`config.mk`:
```
export PLATFORM = sky130hd
export DESIGN_NAME = muldiv_ctrl
export DESIGN_NICKNAME = d
export VERILOG_FILES = /design/src/rtl/muldiv_ctrl.sv
export SDC_FILE = /design/constraint.sdc
export NUM_CORES = 1
export LEC_CHECK = 0
export BUFFER_PORTS_ARGS = -buffer_cell sky130_fd_sc_hd__buf_2
export CAP_MARGIN = 20
export CORE_AREA = 2 2 132 134
export CTS_BUF_LIST = sky130_fd_sc_hd__clkbuf_8
export CTS_CLUSTER_SIZE = 40
export DETAILED_ROUTE_END_ITERATION = 6
export DIE_AREA = 0 0 134 136
export PLACE_DENSITY = 0.71
export SLEW_MARGIN = 25
export SYNTH_ARGS = -nofsm -noshare
export SYNTH_HDL_FRONTEND = slang
export SYNTH_SLANG_ARGS = --single-unit
```
`constraint.sdc`:
```
create_clock -name clk -period 2.92 [get_ports clk]
set_input_delay 0.584 -clock clk [delete_from_list [all_inputs] [get_ports clk]]
set_output_delay 0.584 -clock clk [all_outputs]
set_load 0.01 [all_outputs]
```
`src/rtl/muldiv_ctrl.sv`:
```
// muldiv_ctrl: execute-stage sequencer for the shared multiplier and divider units
module muldiv_ctrl #(
  parameter int WIDTH         = 32,
  parameter bit DIV_ZERO_FAST = 1'b1
) (
  input  logic               clk,
  input  logic               rst,
  input  logic               op_valid_i,
  input  logic [1:0]         op_i,
  input  logic [WIDTH-1:0]   src_a_i,
  input  logic [WIDTH-1:0]   src_b_i,
  input  logic               stall_i,
  input  logic               flush_i,
  output logic               mul_start_o,
  output logic               mul_signed_o,
  input  logic               mul_ready_i,
  input  logic [2*WIDTH-1:0] mul_result_i,
  output logic               div_start_o,
  output logic               div_signed_o,
  output logic               div_annul_o,
  input  logic               div_ready_i,
  input  logic [2*WIDTH-1:0] div_result_i,
  output logic [WIDTH-1:0]   op_a_o,
  output logic [WIDTH-1:0]   op_b_o,
  output logic               busy_stall_o,
  output logic               hilo_we_o,
  output logic [2*WIDTH-1:0] hilo_o
);
  typedef enum logic [1:0] {IDLE, MUL_RUN, DIV_RUN, DONE} state_t;
  state_t               state;
  logic [1:0]           op_q;
  logic [WIDTH-1:0]     a_q, b_q;
  logic [2*WIDTH-1:0]   res_q;
  // Sequencer: flush wins over everything, DONE holds the result until the pipeline moves
  always_ff @(posedge clk) begin
    if (rst) begin
      state <= IDLE;
      op_q  <= '0;
      a_q   <= '0;
      b_q   <= '0;
      res_q <= '0;
    end else if (flush_i) begin
      state <= IDLE;
    end else begin
      case (state)
        IDLE: if (op_valid_i) begin
          a_q  <= src_a_i;
          b_q  <= src_b_i;
          op_q <= op_i;
          if (!op_i[1]) state <= MUL_RUN;
          else if (DIV_ZERO_FAST && src_b_i == '0) begin
            state <= DONE;
            res_q <= {src_a_i, {WIDTH{1'b1}}};
          end else state <= DIV_RUN;
        end
        MUL_RUN: if (mul_ready_i) begin
          res_q <= mul_result_i;
          state <= DONE;
        end
        DIV_RUN: if (div_ready_i) begin
          res_q <= div_result_i;
          state <= DONE;
        end
        DONE: if (!stall_i) state <= IDLE;
      endcase
    end
  end
  assign mul_start_o  = state == MUL_RUN;
  assign mul_signed_o = mul_start_o & ~op_q[0];
  assign div_start_o  = state == DIV_RUN;
  assign div_signed_o = div_start_o & ~op_q[0];
  assign div_annul_o  = div_start_o & flush_i;
  assign op_a_o       = a_q;
  assign op_b_o       = b_q;
  assign busy_stall_o = mul_start_o | div_start_o | (state == IDLE & op_valid_i & ~flush_i);
  assign hilo_we_o    = state == DONE & ~stall_i & ~flush_i;
  assign hilo_o       = res_q;
endmodule

```
==> results summary, run 1 <==
The flow ran to the end, and the final reports show no timing, DRC or antenna violations. The clock passes through at most 2 buffers. The maximum clock frequency came out at 362.8 MHz. The insertion delay to the later sink of the worst-skew pair came out at between 0.4 and 0.5 ns. On the final layout, the worst hold slack is 0.3529 ns. The post-synthesis net count is about 1.1k. The combinational cell fraction of total power came out at 0.235. In this run the worst path has a maximum fanout of 80. In the final layout, the share of cells above drive strength 1 is 0.3487. The most numerous cell in the Yosys netlist is sky130_fd_sc_hd__nand2_1. The relative contribution of the clock network to total power is 0.335. The class of the most critical hold timing path is primary input to flop.

Measured along the x axis, the die boundary spans 134 um. The final estimated routing congestion in global placement is 0.8612. The wire length per cell after detailed routing is 17.43 um. The final critical path time including I/O delays and setup came out at 2.756 ns.

From synthesis to final layout, the design area changed by 33.72%. The remaining max-slew budget at the tightest pin is 0.5059. The prevailing post-synth register cell is sky130_fd_sc_hd__dfxtp_1. Traced cell by cell, the critical path runs through inv_1 > ha_4 > buf_4 > buf_12 > nand2b_1 > buf_2. The final-stage net count came out at 1340. The kind of critical path is flop to output pin. The post-synthesis instance area came out at 6608 um^2. For this design, the slowest cell found on the critical path is sky130_fd_sc_hd__dfxtp_1.

Synthesis inferred 131 register bits. The number of enable-type register cells in the synthesized netlist came out at 0. The largest single stage delay on the critical path is 0.40 ns.

The yosys synthesis warning count is 0. The number of clock sinks is 131. The count of final hold-check violations is 0. The share of total power dissipated in sequential elements is 0.430. The family of cells with the greatest summed delay on the critical path is buffers and inverters. The number of cell rows came out at 48.

The worst-case IR drop observed on VDD is around 0.27 mV. The number of antenna diodes in the final layout is 0. STA classifies the critical path startpoint as a flop. Yosys mapped the design onto 30 distinct sky130hd cell types. The average cell area after synthesis is 7.701 um^2. The post-detailed-route DRC marker count is 0.

The portion of the clock cycle consumed by the worst path in the final layout is 0.9440. The largest total area in the synthesized netlist belongs to sky130_fd_sc_hd__dfxtp_1. The number of global-route vias before repair came out at approximately 7.2k. The vias per cell came out at 5.646.

The sequential element share of the synthesized area came out at 0.3969. For the pin with the worst max-slew slack, the measured transition is 0.7411 ns. The proportion of total power due to net switching came out at 0.3417. The half-perimeter wire length after placement came out at 16090 um.

The switching power is 0.001595 W. The number of H-tree levels is 4. The total grt overflow came out at 0. The max-slew violation total from the final report is 0. The initial antenna violation count came out at 0. The clock transition at the register clock pins on the worst setup and hold paths after CTS came out at roughly 0.09 ns. The instance count of the mapped netlist is 858. Setup repair after global routing left no endpoint under its margin. The post-route setup TNS is 0 ns. At the worst endpoint, the required time is 2.34 ns. Across the routed clock network, the largest skew measured is 0.009718 ns. STA classifies the critical path endpoint as an output pin. In the post-synthesis netlist, the biggest area contributors are sky130_fd_sc_hd__dfxtp_1, sky130_fd_sc_hd__nand2_1, sky130_fd_sc_hd__a21oi_1, sky130_fd_sc_hd__a22oi_1, sky130_fd_sc_hd__a2111oi_0. The I/O pin total is 336. The first-pass iteration count of the detailed router is 5. The internal cell power came out at approximately 0.003 W. Once placement finished, the instance area stood at 8438 um^2. For this block, the initial DRC count from the detailed router was 537. The async set-reset flop share out of synthesis is 0. The total non-filler cell area in the finished layout came out at ~8800 um^2. The die area came out at around 18000 um^2.

Post-CTS timing repair inserted 0 buffers for setup. The placeable core region is 16880 um^2. For this design, the CTS-stage hold fixing added 0 buffers. After synthesis, the most frequently instantiated cells are sky130_fd_sc_hd__nand2_1, sky130_fd_sc_hd__dfxtp_1, sky130_fd_sc_hd__a21oi_1. From bottom edge to top edge, the die measures 136 um. The leakage power of the design is 3.596 nW.

The final core area utilization came out at 0.5236. The count of max-cap constraint violations came out at 0. The clock root buffer master is sky130_fd_sc_hd__clkbuf_8. After clock tree synthesis, the repair step resized 0 gates. For this configuration, the core starts out at a cell density of 0.3915. The total clock buffers created by CTS came out at 17. The final wirelength came out at about 24000 um.

The critical path buffer and inverter count is 4. The fraction of synthesized cell area taken by the top area cell type came out at 0.3969. The first global-routing pass estimated 37170 um of wire.

The all-layer global routing usage is 0.2566. The power density over the cells is 528.4 nW/um^2. The critical path arrival came out at 2.17 ns. The count of endpoints failing setup in the final report came out at 0. The port buffer count is 335.

The largest net degree at the start of global routing is 81. After layout, the design draws a total of 0.004669 W. The number of routed nets with antenna violations came out at 0. The routed layout has slightly below 8k vias. TritonCTS built the clock tree.
-- worst register-to-register path, delay by kind of cell, from the launching register on --
kind / cells / cell delay (ns)
buf+inv: 3 / 0.72
simple gates: 3 / 0.58
flops: 1 / 0.40
compound gates: 2 / 0.42
fa+ha+maj: 1 / 0.28
-- power groups by stage --
| stage | combinational, W | clock, W | sequential, W |
|---|---|---|---|
| after CTS | 0.00110 | 0.00160 | 0.00201 |
| after detailed placement | 0.00109 | 0 | 0.00205 |
| after global routing | 0.00122 | 0.00167 | 0.00203 |
| after global placement | 0.00108 | 0 | 0.00205 |
| final | 0.00110 | 0.00156 | 0.00201 |
| after floorplan | 0.000548 | 0 | 0.00211 |
-- final cells by class --
cell class / count / area [um^2]
repair buffers: 357 / 1898
clock buffers: 17 / 234.0
fillers: 1621 / 8040
clock inverters: 15 / 163.9
multi-input cells: 593 / 3508
flip-flops and latches: 131 / 2623
inverters: 34 / 127.6
well taps: 225 / 281.5
-- path summary, 6_finish.rpt --
path	from	end	slack (ns)	cells after the start
setup / recovery	state[0]$_SDFFE_PP0P_	busy_stall_o	0.16	6
hold / removal	src_b_i[14]	op_b_o[14]$_SDFFE_PP0P_	0.35	3
setup reg to reg	state[0]$_SDFFE_PP0P_	hilo_o[6]$_SDFFE_PP0P_	0.43	9
hold reg to reg	op_b_o[25]$_SDFFE_PP0P_	op_b_o[25]$_SDFFE_PP0P_	0.45	2
-- per-stage QoR --
step | instances | worst slack [ns]
6_report | 1372 | 0.1636
3_5_place_dp | 1340 | 0.3573
4_1_cts | 1372 | 0.1425
5_1_grt | 1372 | 0.03038
2_1_floorplan | 858 | 0.6948
3_3_place_gp | 1340 | 0.3966
-- registers in the layout, summed over array words and instances (netlist names) --
name and count:
hilo_o 64, op_a_o 32, op_b_o 32, op_q 1, state 2
-- layout by cell type, fill, tap and decap left out, types with 2 or more instances in the layout --
cell type / Yosys / routed
sky130_fd_sc_hd__a21oi_1: 97 / 97
sky130_fd_sc_hd__ha_2: 0 / 2
sky130_fd_sc_hd__inv_6: 0 / 5
sky130_fd_sc_hd__a311oi_1: 32 / 32
sky130_fd_sc_hd__nand3_1: 32 / 32
sky130_fd_sc_hd__clkinv_4: 0 / 2
sky130_fd_sc_hd__nor2_1: 34 / 34
sky130_fd_sc_hd__a2111oi_0: 33 / 33
sky130_fd_sc_hd__o21ai_0: 32 / 32
sky130_fd_sc_hd__buf_2: 18 / 334
sky130_fd_sc_hd__buf_4: 0 / 18
sky130_fd_sc_hd__inv_1: 34 / 34
sky130_fd_sc_hd__ha_1: 5 / 2
sky130_fd_sc_hd__nor2b_1: 6 / 6
sky130_fd_sc_hd__dfxtp_1: 131 / 131
sky130_fd_sc_hd__inv_8: 0 / 3
sky130_fd_sc_hd__nor4_2: 0 / 2
sky130_fd_sc_hd__a22oi_1: 64 / 64
sky130_fd_sc_hd__nor3_1: 33 / 32
sky130_fd_sc_hd__clkbuf_8: 0 / 17
sky130_fd_sc_hd__a211oi_1: 33 / 33
sky130_fd_sc_hd__buf_12: 0 / 4
sky130_fd_sc_hd__clkinvlp_4: 0 / 3
sky130_fd_sc_hd__a221oi_1: 32 / 32
sky130_fd_sc_hd__nor4_1: 10 / 8
sky130_fd_sc_hd__nand2_1: 137 / 137
-- per-layer routing --
layer | wire length [um] | track usage
met5 | 0 | 0
met4 | 580 | 0.09693
met3 | 1971 | 0.07122
met2 | 11650 | 0.4368
met1 | 9716 | 0.3088
-- logic make-up after synthesis --
kind of cell | after synthesis | synth area share
buffers and inverters | 134 | 0.07953
and+or+nand+nor | 262 | 0.1731
adders and majority gates | 5 | 0.009468
DFF | 131 | 0.3969
AOI/OAI and AO/OA | 326 | 0.3410
(Power assumes the default switching activity.)
==> run 2, diff against run 1 <==
--- a/config.mk
+++ b/config.mk
@@ -9,10 +9,9 @@
 export CAP_MARGIN = 20
 export CORE_AREA = 2 2 132 134
 export CTS_BUF_LIST = sky130_fd_sc_hd__clkbuf_8
-export CTS_CLUSTER_SIZE = 40
 export DETAILED_ROUTE_END_ITERATION = 6
 export DIE_AREA = 0 0 134 136
-export PLACE_DENSITY = 0.71
+export PLACE_DENSITY = 0.81
 export SLEW_MARGIN = 25
 export SYNTH_ARGS = -nofsm -noshare
 export SYNTH_HDL_FRONTEND = slang
==> run 2 against run 1 <==
Net effect:
- flip-flop and latch count stayed put
- via count rose by 0.37%
- die area unchanged
- first-iteration DRC count decreased by 3.0%
- fmax rose by 2.3%
- non-clock buffer count fell by 1
- sequential power barely moved
- power is 3.6% higher
- cell count is essentially flat
- clock power increased by 10%
- largest cell class unchanged
- highest routed layer is now met5
==> results summary, run 2 (synthesis gave the netlist of run 1 again) <==
The die span in y came out at 136 um. After the first detailed-routing iteration, the DRC count stood at 521. The final setup skew is 0.01063 ns. The transition time at the pin with the least slew margin is slightly above 0.7 ns. Timing would allow up to ~370 MHz.

Of the available clock period, the critical path in the final layout requires 0.9226. The library cells used most frequently in the layout, excluding fill and tap cells, are sky130_fd_sc_hd__buf_2, sky130_fd_sc_hd__nand2_1, sky130_fd_sc_hd__dfxtp_1, sky130_fd_sc_hd__a21oi_1, sky130_fd_sc_hd__a22oi_1. The run finished with clean final reports. The H-tree was split into 4 levels. The insertion delay to the later sink of the worst-skew pair came out at between 0.4 and 0.5 ns.

Power spread over the standard cell area amounts to 545.2 nW/um^2. The final cell count without fillers came out at around 1.4k. The critical-path cell with the highest stage delay is sky130_fd_sc_hd__buf_6. The maximum buffer depth of the clock tree is 2. Counting both buffers and inverters, the worst setup path holds a total of 3. The total power consumption of the routed design is slightly below 0.005 W. The share of cells above drive strength 1 is 0.3467. Data on the critical path arrives at its endpoint at 2.11 ns. Grouping stages by cell kind, the critical path spends the most delay in buffers and inverters. The worst setup path is launched from a flop. The count of max-cap constraint violations came out at 0. Buffers added to address setup during post-CTS repair amount to 0.

The class of the most critical hold timing path is primary input to flop. The clock root buffer master is sky130_fd_sc_hd__clkbuf_8. The number of cell rows came out at 48. The vias after detailed routing is 7775. The floorplan step defined a core boundary enclosing ~17000 um^2.

The multi-input gate area in the final layout came out at 3508 um^2. The total grt overflow came out at 0. Leaving out fill and tap cells, the most frequent cell in the layout is sky130_fd_sc_hd__buf_2. The initial antenna violation count came out at 2. The leakage power of the design is around 3.6 nW.

The number of routed nets with antenna violations came out at 0. Clock-pin slew was measured on the worst setup and hold paths at 0.09 ns. STA classifies the critical path endpoint as an output pin. The wire length per cell after detailed routing came out at 17.38 um.

The first global-routing pass estimated ~36000 um of wire. The kind of critical path is flop to output pin. The all-layer global routing usage is 0.2520. 336 I/O pins were placed. The register with the most flip-flops in the layout has 64 of them. The area occupied by registers came out at 2623 um^2. The port buffer count is 335. The floorplan die width came out at about 130 um. The post-detailed-route DRC marker count is 0.

The die area is 18220 um^2. The maximum fanout along the worst path came out at 62. The critical path goes through inv_1 > ha_4 > buf_6 > nand2b_1 > buf_2. The effective utilization at floorplan is 0.3915. Entering global routing, the biggest net connects 72 pins. The number of clock sinks is 131. The final wirelength is between 20000 and 25000 um.

The final-stage net count is 1339. For the worst setup path, the data required time is 2.34 ns. The final critical path time including I/O delays and setup is 2.694 ns. After detailed routing, the number of vias per cell comes to 5.671.

The remaining max-slew budget at the tightest pin is 0.5199. The half-perimeter wire length after placement came out at 16270 um. The final estimated routing congestion in global placement is 0.8632. The max-slew violation total from the final report came out at 0. TritonCTS built the clock tree. After routing, the total negative slack on setup checks comes to 0 ns.

The first-pass iteration count of the detailed router came out at 5. Setup repair after global routing left no endpoint under its margin. The number of global-route vias before repair came out at between 7k and 8k.

The largest voltage drop on the vdd net came out at 0.3226 mV. Counting tap cells, the placed design contains a total of between 1k and 1.5k instances. The count of final hold-check violations came to 0. The count of endpoints failing setup in the final report came out at 0.

The total clock buffers created by CTS is 17. The number of filler cells placed in the layout is 1566. The longest individual stage delay on the worst path came out at 0.43 ns. The layout overhead on the synthesized area is 34.22%.
==> run 2: final cells by class <==
cell class | instances | share of cell area
sequential | 131 | 0.2957
timing repair buffer | 356 | 0.2136
multi-input combinational | 593 | 0.3956
clock buffer | 18 | 0.02793
inverter | 34 | 0.01439
clock inverter | 13 | 0.02074
tap | 225 | 0.03174
antenna | 1 | 0.0002822
==> run 2: repair_timing <==
item                       CTS  global route
hold buffers                 0             0
setup endpoints to repair    0             1
gates resized for setup      0             1
==> run 2: per-stage QoR <==
stage	utilization	hold slack [ns]	area [um^2]	setup WS, ns
finish	0.5255	0.3837	8869	0.2259
global route	0.5255	0.3530	8869	0.02767
CTS	0.5251	0.3502	8862	0.01428
detailed placement	0.4996	0.4430	8431	0.3014
global placement	0.4996	0.4389	8431	0.3854
floorplan	-	0.4500	6608	0.6948
==> run 2: final timing paths <==
| check | start | to | slack (ns) | cells after the start |
|---|---|---|---|---|
| worst max-delay path | state[0]$_SDFFE_PP0P_ | busy_stall_o | 0.23 | 5 |
| worst min-delay path | src_b_i[3] | op_b_o[3]$_SDFFE_PP0P_ | 0.38 | 3 |
| worst max register to register | state[0]$_SDFFE_PP0P_ | hilo_o[27]$_SDFFE_PP0P_ | 0.31 | 8 |
| worst min register to register | op_b_o[3]$_SDFFE_PP0P_ | op_b_o[3]$_SDFFE_PP0P_ | 0.45 | 2 |
==> run 2: worst min-delay path, cell delays in order <==
cell	delay, ns
sky130_fd_sc_hd__buf_2	0.10
sky130_fd_sc_hd__nand2_1	0.05
sky130_fd_sc_hd__a21oi_1	0.05
==> run 2: power breakdown <==
group | switching (W) | internal [W] | total (W)
sequential | 0.0000798 | 0.00193 | 0.00201
combinational | 0.000671 | 0.000436 | 0.00111
clock | 0.000765 | 0.000951 | 0.00172
total | 0.00152 | 0.00332 | 0.00484
==> run 2: routing by layer <==
metal,track usage,routed length [um],vias up
met5,0,13,-
met4,0.09515,586,2
met3,0.05369,1671,43
met2,0.4313,11710,363
met1,0.3115,9841,3612
li1,-,-,3755
==> run 3, diff against run 2 <==
--- a/config.mk
+++ b/config.mk
@@ -5,13 +5,14 @@
 export SDC_FILE = /design/constraint.sdc
 export NUM_CORES = 1
 export LEC_CHECK = 0
+export ABC_AREA = 1
 export BUFFER_PORTS_ARGS = -buffer_cell sky130_fd_sc_hd__buf_2
 export CAP_MARGIN = 20
 export CORE_AREA = 2 2 132 134
 export CTS_BUF_LIST = sky130_fd_sc_hd__clkbuf_8
 export DETAILED_ROUTE_END_ITERATION = 6
 export DIE_AREA = 0 0 134 136
-export PLACE_DENSITY = 0.81
+export PLACE_DENSITY = 0.78
 export SLEW_MARGIN = 25
 export SYNTH_ARGS = -nofsm -noshare
 export SYNTH_HDL_FRONTEND = slang
==> run 3 against run 2 <==
Net effect:
- synthesized cell count is 4.9% higher
- core utilization decreased by 2.7 points
- synthesized area down 6.2%
- global-route usage down 2.0 points
- highest routed layer is now met4
==> results summary, run 3 <==
The run finished with clean final reports. Measured in cells, the most critical reg-to-reg path has a length of 8. Counting flops with an async set or reset pin after synthesis yields a share of 0. Each instance of the synthesized netlist takes up on average 6.890 um^2. The min-delay analysis places its worst path in the category primary input to flop. The worst slack at placement came out at 0.5864 ns. Setup total negative slack on the finished layout was measured at 0 ns.

The most critical setup path has its startpoint at state[0]$_SDFFE_PP0P_. The number of global-route vias before repair came out at 6447. The register with the most flip-flops in the layout has 64 of them. The share of cells above drive strength 1 is 0.3441. The flip-flop and latch count after synthesis came out at 131.

The largest voltage drop on the vdd net is 0.3048 mV. Once detail routing completed, the nets flagged for antenna violations numbered 0. Post-CTS timing repair inserted 0 buffers for setup. The vias after detailed routing is 7202. The worst setup path endpoint is busy_stall_o. The end of the worst register-to-register path is hilo_o[52]$_SDFFE_PP0P_. The share of the Yosys chip area taken by registers is 0.4229.

In the final routed layout, each cell accounts on average for ~15 um. The final critical path time including I/O delays and setup came out at 2.691 ns. Across the whole layout, storage elements account for 2623 um^2.

The clock root buffer master is sky130_fd_sc_hd__clkbuf_8. The clock tree from TritonCTS is built. Data arrives at the worst endpoint at 2.11 ns. The longest clock path from root to sink contains 2 buffers. The largest net degree at the start of global routing came out at 84.

In the post-synthesis netlist, the cell with the most instances is sky130_fd_sc_hd__nor2_1. For the worst setup path, the data required time is 2.34 ns. The number of enable-type register cells in the synthesized netlist is 0. In the layout the commonest cells are sky130_fd_sc_hd__buf_2, sky130_fd_sc_hd__nor2_1, sky130_fd_sc_hd__nand2_1, sky130_fd_sc_hd__dfxtp_1, sky130_fd_sc_hd__nand3_1. The vias per cell came out at 5.026.

The die span in y is 136 um. The area growth from synthesis to layout is 35.61%. Leaving out fill and tap cells, the most frequent cell in the layout is sky130_fd_sc_hd__buf_2. Setup repair after global routing left no endpoint under its margin. The number of H-tree levels is 4. For this configuration, the core starts out at a cell density of 0.3674.

The number of filler cells placed in the layout came out at ~1.7k. The post-synthesis net count came out at 1106. The leakage power of the design came out at 4.070 nW. The max-slew violation total from the final report came to 0. The clock net in this run drives a total of approximately 130 sinks.

Setup slack on the worst reg-to-reg path comes out at ~0.52 ns. The floorplan die width is approximately 130 um. The count of cell types in the netlist came out at 25. The count of endpoints failing setup in the final report is 0. The biggest area contributor in the post-synthesis netlist is sky130_fd_sc_hd__dfxtp_1. The fraction of synthesized cell area taken by the top area cell type is 0.4229. The multi-input gate area in the final layout is 3152 um^2.

The maximum clock frequency is roughly 370 MHz. The final wirelength is 21960 um. On the critical path the largest part of the delay comes from buffers and inverters. The final setup skew came out at between 0.01 and 0.015 ns. The critical path goes through inv_1 > ha_2 > inv_2 > nand2_1 > buf_2.

In the routed design, unresolved DRC markers number 0. For the pin with the worst max-slew slack, the measured transition is 0.7819 ns. The first global-routing pass estimated 33160 um of wire. The die area is 18220 um^2.

The portion of the clock cycle consumed by the worst path in the final layout is 0.9215. The post-synthesis instance area came out at 6201 um^2. The power density over the cells is 569.4 nW/um^2. The critical path runs through a total of 5 cells. The remaining max-slew budget at the tightest pin is 0.4787. The count of final hold-check violations came to 0. The first-pass iteration count of the detailed router came out at 5. Global routing finished with a remaining overflow of 0. The initial antenna violation count came to 2. The worst register-to-register path begins at state[0]$_SDFFE_PP0P_. The worst hold slack across all endpoints came out at 0.3872 ns. Of all nets on the critical path, the largest fanout is 29. At the later pin of the worst-skew pair, clock insertion delay measures 0.44 ns. The number of buffers added to fix hold violations after cts came out at 0. STA classifies the critical path startpoint as a flop. After routing the design area is 8409 um^2.

The final estimated routing congestion in global placement came out at 0.9388. The worst setup path is of the flop to output pin kind. The number of DRC violations after detailed-routing iteration 0 came out at 430.

336 I/O pins were placed. Counting instances in the post-synthesis netlist gives the leading cell types as sky130_fd_sc_hd__nor2_1, sky130_fd_sc_hd__nand2_1, sky130_fd_sc_hd__dfxtp_1. The post-CTS resize count came out at 0. After layout, the worst setup slack is 0.2293 ns.

After clock tree synthesis, the clock-pin slew on the worst setup and hold paths is ~0.08 ns. The largest single stage delay on the critical path is about 0.49 ns. The critical path buffer and inverter count came out at 3. The sort of element at the end of the critical path is an output pin. The total area inside the core boundary comes to 16880 um^2. The count of max-cap constraint violations came out at 0. The number of cell rows came out at 48. The total clock buffers created by CTS came out at 17. The instance count of the mapped netlist came out at 900. The cell area after placement is 7975 um^2. The yosys synthesis warning count is 0. The final-stage net count is 1399.

The critical-path cell with the highest stage delay is sky130_fd_sc_hd__inv_2. The port buffer count came out at 335. The half-perimeter wire length after placement came out at between 15000 and 20000 um.

Yosys attributes the largest share of cell area to sky130_fd_sc_hd__dfxtp_1, sky130_fd_sc_hd__nor2_1, sky130_fd_sc_hd__nand2_1, sky130_fd_sc_hd__nand3_1, sky130_fd_sc_hd__a21oi_1. Among all flip-flop cells after synthesis, the most frequent one is sky130_fd_sc_hd__dfxtp_1. The all-layer global routing usage is 0.2318.
-- run 3: cell types whose count changed after synthesis, moves of 10 or more --
cell / previous run / this run
sky130_fd_sc_hd__a2111oi_0: 33 / 0
sky130_fd_sc_hd__a211oi_1: 33 / 0
sky130_fd_sc_hd__a21oi_1: 97 / 56
sky130_fd_sc_hd__a21oi_2: 0 / 20
sky130_fd_sc_hd__a22oi_1: 64 / 0
sky130_fd_sc_hd__a311oi_1: 32 / 0
sky130_fd_sc_hd__clkbuf_1: 73 / 38
sky130_fd_sc_hd__inv_1: 34 / 19
sky130_fd_sc_hd__nand3_1: 32 / 75
sky130_fd_sc_hd__nor2_1: 34 / 241
sky130_fd_sc_hd__nor3_1: 33 / 0
sky130_fd_sc_hd__nor4_1: 10 / 0
sky130_fd_sc_hd__o21ai_0: 32 / 56
sky130_fd_sc_hd__o21ai_1: 0 / 34
-- run 3: cell families (layout without fill, tap and decap cells) --
logic type | after synthesis | in the layout | share of synthesized area
simple gates | 466 | 466 | 0.3008
fa+ha+maj | 5 | 5 | 0.01009
buf+inv | 97 | 403 | 0.07082
compound gates | 201 | 201 | 0.1953
flops | 131 | 131 | 0.4229
other cells | 0 | 2 | 0
-- run 3: layout make-up --
type / instances / share of cell area
multi-input cells: 672 / 0.3748
flip-flops and latches: 131 / 0.3119
repair buffers: 350 / 0.2187
well taps: 225 / 0.03348
clock buffers: 17 / 0.02782
clock inverters: 15 / 0.02321
inverters: 21 / 0.009522
diodes: 2 / 0.0005951
-- run 3: per-layer routing --
layer / global-route usage / share of wire / vias to the layer above
li1: - / - / 3568
met1: 0.2565 / 0.40 / 3306
met2: 0.4077 / 0.49 / 276
met3: 0.07271 / 0.074 / 52
met4: 0.1052 / 0.036 / 0
met5: 0 / 0 / -
-- run 3: metrics by stage --
step / std cells / power [W] / utilization
final: 1433 / 0.004789 / 0.4983
after global routing: 1431 / 0.005048 / 0.4980
after CTS: 1431 / 0.004836 / 0.4980
after detailed placement: 1399 / 0.003148 / 0.4726
after global placement: 1399 / 0.003129 / 0.4726
after floorplan: 900 / 0.002700 / -
-- run 3: how the worst min path moves through the flow --
| stage | from | to | slack (ns) | cells after the start |
|---|---|---|---|---|
| floorplan | op_q[0]$_SDFFE_PP0P_ | op_q[0]$_SDFFE_PP0P_ | 0.48 | 2 |
| global placement | hilo_o[12]$_SDFFE_PP0P_ | hilo_o[12]$_SDFFE_PP0P_ | 0.46 | 2 |
| detailed placement | op_a_o[28]$_SDFFE_PP0P_ | op_a_o[28]$_SDFFE_PP0P_ | 0.46 | 2 |
| CTS | op_i[0] | op_q[0]$_SDFFE_PP0P_ | 0.36 | 3 |
| global route | src_a_i[20] | op_a_o[20]$_SDFFE_PP0P_ | 0.38 | 3 |
| finish | op_i[0] | op_q[0]$_SDFFE_PP0P_ | 0.39 | 3 |
-- run 3: tightest hold or removal path: cells and delay by family --
family	cells	cell delay [ns]
AO/OA/AOI/OAI	1	0.05
AND/OR/NAND/NOR	1	0.07
buffers and inverters	1	0.07
-- run 3: power breakdown --
part	internal [W]	leakage, nW	switching [W]	total (W)
Clock	0.000872	0.216	0.000807	0.00168
Combinational	0.000428	2.78	0.000706	0.00113
Sequential	0.00191	1.07	0.0000637	0.00198
